--- config.mk ---
export PLATFORM = sky130hd
export DESIGN_NAME = fpu_mul_arbiter
export DESIGN_NICKNAME = d
export VERILOG_FILES = /design/src/rtl/fpu_mul_arbiter.sv
export SDC_FILE = /design/constraint.sdc
export NUM_CORES = 1
export LEC_CHECK = 0
export ABC_AREA = 1
export CAP_MARGIN = 20
export CORE_MARGIN = 5
export CORE_UTILIZATION = 44
export CTS_CLUSTER_DIAMETER = 60
export DETAILED_ROUTE_END_ITERATION = 16
export GPL_ROUTABILITY_DRIVEN = 0
export PLACE_DENSITY = 0.95
export SLEW_MARGIN = 20
export SYNTH_ARGS = -nofsm -noshare
export SYNTH_HDL_FRONTEND = slang
export SYNTH_SLANG_ARGS = --single-unit
export TNS_END_PERCENT = 30
--- constraint.sdc ---
create_clock -name clock -period 5.8 [get_ports clock]
set_input_delay 0.87 -clock clock [delete_from_list [all_inputs] [get_ports clock]]
set_output_delay 0.87 -clock clock [all_outputs]
set_load 0.01 [all_outputs]
--- src/rtl/fpu_mul_arbiter.sv ---
// Round-robin arbiter that time-shares one FP16 multiply unit among NREQ requesters:
// accept, start, wait for done (or time out), respond, then clear the unit's sticky done.
module fpu_mul_arbiter #(
  parameter int NREQ    = 4,
  parameter int TIMEOUT = 64
) (
  input  logic                      clock,
  input  logic                      reset,
  input  logic [NREQ-1:0]           reqValid,
  input  logic [16*NREQ-1:0]        reqOp1,
  input  logic [16*NREQ-1:0]        reqOp2,
  output logic [NREQ-1:0]           reqReady,
  output logic [NREQ-1:0]           respValid,
  input  logic [NREQ-1:0]           respReady,
  output logic [15:0]               respResult,
  output logic [3:0]                respCondCodes,
  output logic                      respErr,
  output logic                      busy,
  output logic [$clog2(NREQ)-1:0]   grantId,
  output logic [15:0]               unitIn1,
  output logic [15:0]               unitIn2,
  output logic                      unitStart,
  output logic                      unitReset,
  input  logic                      unitDone,
  input  logic [15:0]               unitOut,
  input  logic [3:0]                unitCondCodes
);

  typedef logic [15:0] fp16_t;
  typedef enum logic [2:0] {IDLE, ISSUE, BUSY, RESP, CLEAR} state_t;

  localparam int IW  = $clog2(NREQ);
  localparam int IW1 = IW + 1;
  localparam int CW  = $clog2(TIMEOUT) + 1;

  state_t          state;
  logic [IW-1:0]   last_grant;
  logic [IW-1:0]   grant;
  fp16_t           op_reg1;
  fp16_t           op_reg2;
  fp16_t           result_reg;
  logic [3:0]      codes_reg;
  logic            err_reg;
  logic [CW-1:0]   tmo_cnt;
  logic [CW-1:0]   tmo_next;

  fp16_t           op1_arr [NREQ];
  fp16_t           op2_arr [NREQ];
  logic            pick_valid;
  logic [IW-1:0]   pick_idx;
  logic [IW1-1:0]  cand;

  generate
    for (genvar gi = 0; gi < NREQ; gi++) begin : g_unpack
      assign op1_arr[gi] = reqOp1[16*gi +: 16];
      assign op2_arr[gi] = reqOp2[16*gi +: 16];
    end
  endgenerate

  // Scan from the farthest candidate to the nearest so the nearest set index after last_grant wins.
  always_comb begin
    pick_valid = 1'b0;
    pick_idx   = '0;
    cand       = '0;
    for (int k = NREQ; k >= 1; k--) begin
      cand = {1'b0, last_grant} + IW1'(k);
      if (cand >= IW1'(NREQ)) cand = cand - IW1'(NREQ);
      if (reqValid[cand[IW-1:0]]) begin
        pick_valid = 1'b1;
        pick_idx   = cand[IW-1:0];
      end
    end
  end

  assign reqReady      = (state == IDLE && pick_valid) ? (NREQ'(1) << pick_idx) : '0;
  assign respValid     = (state == RESP) ? (NREQ'(1) << grant) : '0;
  assign unitStart     = (state == ISSUE);
  assign busy          = (state != IDLE);
  assign unitReset     = reset | (state == CLEAR);
  assign unitIn1       = op_reg1;
  assign unitIn2       = op_reg2;
  assign grantId       = grant;
  assign respResult    = result_reg;
  assign respCondCodes = codes_reg;
  assign respErr       = err_reg;
  assign tmo_next      = tmo_cnt + 1'b1;

  always_ff @(posedge clock or posedge reset) begin
    if (reset) begin
      state      <= IDLE;
      last_grant <= IW'(NREQ - 1);
      grant      <= '0;
      op_reg1    <= '0;
      op_reg2    <= '0;
      result_reg <= '0;
      codes_reg  <= '0;
      err_reg    <= 1'b0;
      tmo_cnt    <= '0;
    end else begin
      case (state)
        IDLE: begin
          if (pick_valid) begin
            grant   <= pick_idx;
            op_reg1 <= op1_arr[pick_idx];
            op_reg2 <= op2_arr[pick_idx];
            state   <= ISSUE;
          end
        end
        ISSUE: begin
          tmo_cnt <= '0;
          state   <= BUSY;
        end
        BUSY: begin
          tmo_cnt <= tmo_next;
          // A done arriving in the expiry cycle still counts as a good result.
          if (unitDone) begin
            result_reg <= unitOut;
            codes_reg  <= unitCondCodes;
            err_reg    <= 1'b0;
            state      <= RESP;
          end else if (tmo_next == CW'(TIMEOUT - 1)) begin
            result_reg <= '0;
            codes_reg  <= '0;
            err_reg    <= 1'b1;
            state      <= RESP;
          end
        end
        RESP: begin
          if (respReady[grant]) begin
            last_grant <= grant;
            state      <= CLEAR;
          end
        end
        CLEAR: state <= IDLE;
        default: state <= IDLE;
      endcase
    end
  end

endmodule

# Word-level counts from Yosys, hierarchy flattened
# Cells that the tools add are included.
[totals]
ff_bits = 67
output_inout_bits = 66
[classes]
n_addsub = 9
magnitude_cmp = 10
eq_ne = 8
n_shift = 2
muxes = 42
bitwise = 2
n_reduce_logical = 9
[ops]
columns = ["op", "count"]
rows = [
  ["16-bit two-way mux", 6],
  ["16-bit binary-select mux with 2-bit select", 2],
  ["2-bit two-way mux", 8],
  ["4-bit two-way mux", 4],
  ["3-bit greater-or-equal comparator, second input constant", 5],
  ["2-bit by 3-bit < comparator with 1-bit output, second input constant", 5],
  ["7-bit one-hot mux with 2 select lines", 1],
  ["3-bit two-way mux", 4],
  ["3-bit one-hot mux with 4 select lines", 1],
  ["1-bit two-way mux", 11],
  ["1-bit binary-select mux with 2-bit select", 5],
  ["1-bit by 2-bit << shifter with 4-bit output, first input constant", 2],
  ["2-bit by 1-bit subtractor with 2-bit output, second input constant", 4],
  ["7-bit by 1-bit adder with 7-bit output, second input constant", 1],
  ["7-bit by 6-bit == test with 1-bit output, second input constant", 1],
  ["2-bit by 2-bit adder with 3-bit output, second input constant", 2],
  ["3-bit by 2-bit == test with 1-bit output, second input constant", 2],
  ["2-bit AND reduction", 3],
  ["2-bit nonzero test", 2],
  ["2-bit by 1-bit adder with 3-bit output, second input constant", 1],
  ["2-bit by 3-bit adder with 3-bit output, second input constant", 1],
  ["3-bit by 1-bit == test with 1-bit output, second input constant", 1],
  ["3-bit == test, second input constant", 1],
  ["3-bit logical NOT", 1],
  ["other kinds (8)", 8],
]

# Logic depth before layout (Yosys ltp)
# Gate-level depths: netlist (run 1).
[depth]
word_depth = 13
depth_mapped = 18

# Least setup slack after synthesis (run 1)
# No wires, ideal clock.
[synth_timing]
kind = "input-to-output"
from = "input port reset"
to = "output port unitReset"
arrival_time_ns = 2.564
required_time_ns = 4.930
setup_slack_ns = 2.366
stages = 2
path_buffers = 0
cell_sequence = "inv_1 -> nand2_1"
[synth_between]
elab_chain_cells = 1
[synth_lines]
columns = ["element", "line_no", "source"]
rows = [
  ["from (decl)", "8", "input logic reset,"],
  ["1-bit bitwise OR", "79", "assign unitReset = reset | (state == CLEAR);"],
  ["to (decl)", "23", "output logic unitReset,"],
]
# No other way between the ends.

# Final worst setup path (run 1)
[layout_timing]
from = "input port reqValid[1]"
to = "output port reqReady[0]"
[layout_between]
elab_chain_cells = 8
[layout_lines]
columns = ["element", "line_no", "source"]
rows = [
  ["from (decl)", "9", "input logic [NREQ-1:0] reqValid,"],
  ["1-bit binary-select mux with 2-bit select", "68", "if (reqValid[cand[IW-1:0]]) begin"],
  ["1-bit two-way mux (not written as such)", "68", ""],
  ["2-bit two-way mux or 1-bit two-way mux (tied branches) (4 in a row)", "68", ""],
  ["1-bit by 2-bit << shifter with 4-bit output or 1-bit logical AND (tied branches)", "75", "assign reqReady = (state == IDLE && pick_valid) ? (NREQ'(1) << pick_idx) : '0;"],
  ["4-bit two-way mux (*)", "75", ""],
  ["to (decl)", "12", "output logic [NREQ-1:0] reqReady,"],
]
# Mark *: on every way between the ends. The rest lies on a longest branch, timed or not. The select of a mux whose other input is x is not followed.

==> results by group, run 1 <==
Yosys
  – Register area share after synthesis: 0.3875
  – Synth Cell Area: between 4000 and 5000 sq um
  – #FFs+latches synth: 67
  – YS warnings: 0
  – Post-synth EDFFs: 0
  – Post-Syn Nets: 845
  – Most common cell in the netlist: nand2_1
  – Top_reg_cell synth: dfrtp_1
  – Area leader, netlist: dfrtp_1
  – Share of the synthesized area in the top cell type: 0.3754
  – Area contributors post-synth: dfrtp_1 38%, nand2_1 36%, nand3_1 8.5%, inv_1 2.2%, buf_2 2.1%
  – Top cells by instance count after synthesis: 421 x nand2_1, 74 x nand3_1, 65 x dfrtp_1, 25 x inv_1, 18 x buf_2
  – Syn Inst Count: 684
  – Synthesized area per cell: 6.335 sq um
  – FFs w/ async S/R, synth: 1.000
  – Distinct cell type count after synthesis: 30

Worst setup path
  – R2r startpoint: last_grant[0]$_DFFE_PP1P_
  – Kind of end point of the critical path: output pin
  – Crit path arrival time: 3.66 ns
  – R2r endpoint: unitIn1[5]$_DFFE_PP0P_
  – R2r worst-path depth: 13
  – R2r setup slk: 3.11 ns
  – Slowest cell on the critical path: clkdlybuf4s50_1
  – Crit path from: reqValid[1]
  – Cell Chain, Critical Path: clkdlybuf4s50_1 -> inv_1 -> o21ai_2 -> nand2_1 -> nand2_1 -> nor2_1 -> or2_1 -> nand2_2 -> nand2_4 -> clkinv_2 -> nor3_1 -> clkdlybuf4s50_1
  – Crit path kind: input pin to output pin
  – CP max FO: 36
  – Crit-path max cell delay: 0.58 ns
  – Required @ worst endpoint: around 4.9 ns
  – CP Launch Type: input pin

Timing
  – Sum Neg Setup Slack: 0 ns
  – # setup viols final: 0
  – Final hold violations: 0
  – Relative slew slack: 0.4415
  – Hold slack: 0.4767 ns
  – Final setup margin: about 1.3 ns
  – Worst slew pin tran: 0.8378 ns
  – Fmax: between 200 and 250 MHz
  – Final cycle utilization of the critical path: 0.7816
  – RSZ-0062 raised after global routing: false
  – Clock period minus worst slack: 4.533 ns
  – Final slew viol count: 0
  – Clock skew: 0.01879 ns

Power
  – Total chip power: 3.790 mW
  – Power per cell area: 562.2 nW/um^2
  – Clock power share: 0.104
  – Leakage: 3.460 nW
  – Max VDD drop: 0.0003142 V
  – Gate power share: 0.679
  – Sequential Power Share: 0.217
  – Sw Share: 0.5058
  – Int Power: around 1.9 mW
  – Switching pwr: approximately 1.9 mW

Finish
  – Share of cells above drive strength 1: 0.04372
  – Antenna diodes: 0
  – Layout area overhead: 55.59%
  – Fin nets: 1048
  – Number of non-filler instances in the completed layout: between 1000 and 1500

Clock tree
  – Setup bufs post-CTS: 0
  – CTS clk-pin slew, worst paths: roughly 0.090 ns
  – Cts hold-fix bufs: 0
  – Total CTS buffers: 9
  – Number of H-tree levels: 3
  – Clock sinks: 67
  – CTS max path bufs: 2
  – Root Buffer Master: clkbuf_8
  – CTS tree: yes
  – Clk Latency, worst-skew pair: 0.35 ns
  – Resized cells post-CTS: 0

Worst hold path
  – Worst hold path class: register to register
  – Hold Path Origin: respCondCodes[2]$_DFFE_PP0P_
  – Worst Hold Path EP: respCondCodes[2]$_DFFE_PP0P_
  – Worst Hold Depth: 2

Die
  – Die Ht: about 110 um
  – Starting Density: 0.4474
  – Num ports: 225
  – Die ar.: 11930 sq um
  – Core Region: a little under 10000 sq um
  – Rows: 36
  – Die X: around 110 um

Drt
  – Via density: roughly 5.0
  – DRC Markers: 0
  – Initial DRC Count: approximately 270
  – Routed wire length: 14.61 mm
  – Antenna viol nets, final: 0
  – Drt first pass iters: 5
  – Drt wl/cell: 14.26 um
  – Via Count: 5077

Place
  – Cell count after placement: 1009
  – # port buffers: 224
  – HPWL after detailed placement: 10.84 mm
  – Post-Place Setup Slack: 1.285 ns

Global routing
  – Number of global-route vias before repair: 4793
  – Antenna violations before repair: 0
  – First-pass GRT wire length: roughly 23 mm
  – Remaining Overflow, GRT: 0
  – Largest net degree at the start of global routing: 68
  – GRT Util Overall: 0.2462

Job
  – Max-Cap Viols: 0

Status
  – Outcome: complete, no violations
## cells by family (layout without fill, tap and decap cells)
logic type | count (synthesis) | count (layout) | synth area share
fa+ha+maj | 2 | 2 | 0.005774
compound gates | 17 | 17 | 0.02224
xor+xnor | 5 | 5 | 0.01011
buf+inv | 67 | 275 | 0.08403
flops | 67 | 67 | 0.3875
simple gates | 526 | 526 | 0.4903
## worst max-delay path by stage
stage          slack, ns  cells after the start           to
3_3_place_gp        1.33                     12  reqReady[0]
5_1_grt             1.05                     12  reqReady[0]
6_report            1.27                     12  reqReady[0]
2_1_floorplan       2.37                      2    unitReset
4_1_cts             1.27                     12  reqReady[0]
3_5_place_dp        1.28                     12  reqReady[0]
## stage by stage
step,area [sq um],utilization
after global routing,6741,0.6961
after CTS,6741,0.6961
after floorplan,4333,-
after global placement,6538,0.6751
after detailed placement,6540,0.6753
final,6741,0.6961
## power by group through the flow
| stage | sequential [mW] | clock [mW] | combinational (mW) |
|---|---|---|---|
| CTS | 0.821 | 0.402 | 2.59 |
| floorplan | 0.884 | 0 | 1.73 |
| finish | 0.823 | 0.395 | 2.57 |
| detailed placement | 0.826 | 0 | 2.57 |
| global placement | 0.816 | 0 | 2.52 |
| global route | 0.849 | 0.423 | 2.90 |
## cell type report
| type | instances | area, sq um |
|---|---|---|
| clock inverter | 7 | 77.57 |
| multi-input combinational | 550 | 2295 |
| inverter | 29 | 112.6 |
| fill | 792 | 2943 |
| sequential | 67 | 1679 |
| tap | 133 | 166.4 |
| timing repair buffer | 230 | 2287 |
| clock buffer | 9 | 123.9 |
## worst max-delay path, delay by kind of cell
kind                   cells  cell delay, ns
buffers and inverters      4            1.62
AOI/OAI and AO/OA          1            0.08
and+or+nand+nor            7            1.10
## state kept, by name, summed over array words and instances, names as in the netlist
name           count
unitIn1           16
respResult        16
respCondCodes      4
grantId            2
state              3
tmo_cnt            7
respErr            1
unitIn2           16
last_grant         2
## metal layers
metal	vias up	part of all wire	global-route usage
li1	2530	-	-
met1	2307	0.39	0.2948
met2	203	0.50	0.4268
met3	37	0.079	0.06217
met4	0	0.033	0.08994
met5	-	0	0
## cells in the final DEF (no fill, tap or decap), types with 3 or more instances in the layout
cell type and count:
buf_4 6, clkbuf_8 9, clkdlybuf4s50_1 224, clkinv_4 3, dfrtp_1 65, inv_1 24
inv_2 3, nand2_1 420, nand2_2 5, nand3_1 74, nor2_1 8, nor3_1 10
o21ai_0 9, o22ai_1 3, xor2_1 4
No activity file was read; power rests on OpenSTA's default activity.
==> run 2, diff against run 1 <==
CORE_UTILIZATION = 40   (was 44)
PLACE_DENSITY = 0.89   (was 0.95)
clock period = 4.3 ns   (was 5.8 ns; I/O delays follow)
==> run 2 against run 1 <==
Compared with the run above: combinational power is 36% higher; global-route usage is 2.8 points lower; clock power is 50% higher; critical path type unchanged; critical endpoint unchanged; largest cell class is now buffers; largest power group unchanged.
==> results by group, run 2 (same netlist as run 1, synthesis figures left out) <==
Status
  – Outcome: complete, no violations (unchanged)

Worst setup path
  – Cell Chain, Critical Path: clkdlybuf4s50_1 -> inv_1 -> o21ai_2 -> nand2_1 -> nand2_1 -> nor2_1 -> or2_1 -> nand2_2 -> nand2_4 -> clkinv_2 -> nor3_1 -> clkdlybuf4s50_1 (unchanged)
  – Slowest cell on the critical path: clkdlybuf4s50_1 (unchanged)
  – Crit path kind: input pin to output pin (unchanged)
  – Crit path arrival time: 3.20 ns (was 3.66 ns)
  – CP Launch Type: input pin (unchanged)
  – Required @ worst endpoint: 3.65 ns (was 4.93 ns)
  – Crit-path max cell delay: 0.58 ns (about the same)
  – Kind of end point of the critical path: output pin (unchanged)
  – CP max FO: 36 (unchanged)

Clock tree
  – Number of H-tree levels: 3 (unchanged)
  – Setup bufs post-CTS: 0 (unchanged)
  – Cts hold-fix bufs: 0 (unchanged)
  – CTS clk-pin slew, worst paths: 0.07 ns (was 0.09 ns)
  – Resized cells post-CTS: 0 (unchanged)
  – Total CTS buffers: 9 (unchanged)
  – Clock sinks: 67 (unchanged)
  – CTS tree: yes (unchanged)
  – Clk Latency, worst-skew pair: 0.34 ns (was 0.35 ns)
  – CTS max path bufs: 2 (unchanged)
  – Root Buffer Master: clkbuf_8 (unchanged)

Drt
  – Antenna viol nets, final: 0 (unchanged)
  – Drt first pass iters: 4 (was 5)
  – Via Count: 4976 (was 5077)
  – Drt wl/cell: 14.06 um (was 14.26 um)
  – Initial DRC Count: 335 (was 268)
  – Via density: 4.812 (was 4.953)
  – Routed wire length: 14.54 mm (was 14.61 mm)
  – DRC Markers: 0 (unchanged)

Finish
  – Number of non-filler instances in the completed layout: 1034 (was 1025)
  – Share of cells above drive strength 1: 0.04474 (was 0.04372)
  – Most frequent cells in the layout: 420 x nand2_1, 224 x clkdlybuf4s50_1, 74 x nand3_1, 65 x dfrtp_1, 24 x inv_1 (unchanged)
  – Layout area overhead: 56.57% (was 55.59%)
  – Commonest non-fill, non-tap cell in the layout: nand2_1 (unchanged)
  – Fin nets: 1050 (was 1048)
  – Final non-filler cell area: 6784 sq um (was 6741 sq um)
  – Antenna diodes: 0 (unchanged)
  – Fill cells: 1012 (was 792)

Die
  – Die Ht: 114.1 um (was 109.2 um)
  – Die X: 114.1 um (was 109.2 um)
  – Num ports: 225 (unchanged)
  – Starting Density: 0.4032 (was 0.4474)
  – Die ar.: 13010 sq um (was 11930 sq um)
  – Core Region: 10750 sq um (was 9684 sq um)
  – Rows: 38 (was 36)

Place
  – Post-Place Setup Slack: 0.4834 ns (was 1.285 ns)
  – HPWL after detailed placement: 10.75 mm (was 10.84 mm)
  – Instance area at placement: 6561 sq um (was 6540 sq um)
  – # port buffers: 224 (unchanged)
  – Cell count after placement: 1018 (was 1009)

Timing
  – Relative slew slack: 0.4386 (was 0.4415)
  – Fmax: 260.3 MHz
  – Final slew viol count: 0 (unchanged)
  – Final setup margin: 0.4581 ns (was 1.267 ns)
  – RSZ-0062 raised after global routing: false (unchanged)
  – Clock period minus worst slack: 3.842 ns
  – Final cycle utilization of the critical path: 0.8935
  – # setup viols final: 0 (unchanged)
  – Sum Neg Setup Slack: 0 ns (unchanged)
  – Clock skew: 0.01113 ns (was 0.01879 ns)
  – Hold slack: 0.4762 ns (was 0.4767 ns)
  – Final hold violations: 0 (unchanged)
  – Worst slew pin tran: 0.8420 ns (was 0.8378 ns)

Job
  – Max-Cap Viols: 0 (unchanged)

Global routing
  – Largest net degree at the start of global routing: 68 (unchanged)
  – First-pass GRT wire length: 22.94 mm (was 22.97 mm)
  – Number of global-route vias before repair: 4739 (was 4793)
  – Antenna violations before repair: 0 (unchanged)
  – Remaining Overflow, GRT: 0 (unchanged)
  – GRT Util Overall: 0.2182 (was 0.2462)

Power
  – Max VDD drop: 0.0006052 V (was 0.0003142 V)
  – Leakage: 3.481 nW (was 3.460 nW)
  – Power per cell area: 763.8 nW/um^2 (was 562.2 nW/um^2)

Worst hold path
  – Worst hold path class: register to register (unchanged)
-- run 2: cell type report --
cell class	instances	area, sq um	share of cell area
Multi-Input combinational cell	550	2292	0.3379
Timing Repair Buffer	232	2302	0.3394
Tap cell	140	175.2	0.02582
Sequential cell	67	1679	0.2475
Clock buffer	9	123.9	0.01826
Inverter	29	112.6	0.01660
Clock inverter	7	98.84	0.01457
-- run 2: final timing paths --
kind	endpoint	slack, ns	depth (start not counted)	startpoint
min in group asynchronous	respCondCodes[0]$_DFFE_PP0P_	0.95	3	reset
setup / recovery	reqReady[0]	0.46	12	reqValid[1]
hold reg to reg	unitIn1[4]$_DFFE_PP0P_	0.48	2	unitIn1[4]$_DFFE_PP0P_
setup reg to reg	unitIn1[15]$_DFFE_PP0P_	1.55	15	last_grant[0]$_DFFE_PP1P_
max in group asynchronous	unitIn1[13]$_DFFE_PP0P_	2.78	3	reset
hold / removal	unitIn1[4]$_DFFE_PP0P_	0.48	2	unitIn1[4]$_DFFE_PP0P_
-- run 2: routing by layer --
| layer | routed length [um] | part of all wire | global-route usage |
|---|---|---|---|
| met5 | 0 | 0 | 0 |
| met1 | 5834 | 0.40 | 0.2737 |
| met4 | 173 | 0.012 | 0.04988 |
| met3 | 1315 | 0.090 | 0.06025 |
| met2 | 7219 | 0.50 | 0.3747 |
-- run 2: per-stage QoR --
stage                     total power, mW    util
after floorplan                     3.527       -
after global placement              4.546  0.6106
after detailed placement            4.607  0.6106
after CTS                           5.226  0.6313
after global routing                5.702  0.6313
final                               5.182  0.6313
-- run 2: power breakdown --
part | internal (mW) | total, mW | switching, mW
combinational | 1.34 | 3.49 | 2.14
clock | 0.331 | 0.592 | 0.262
sequential | 0.922 | 1.10 | 0.180
total | 2.60 | 5.18 | 2.58
-- run 2: critical path: cells and delay by family --
kind | cells | cell delay (ns)
AOI/OAI and AO/OA | 1 | 0.08
and+or+nand+nor | 7 | 1.02
buffers and inverters | 4 | 1.44
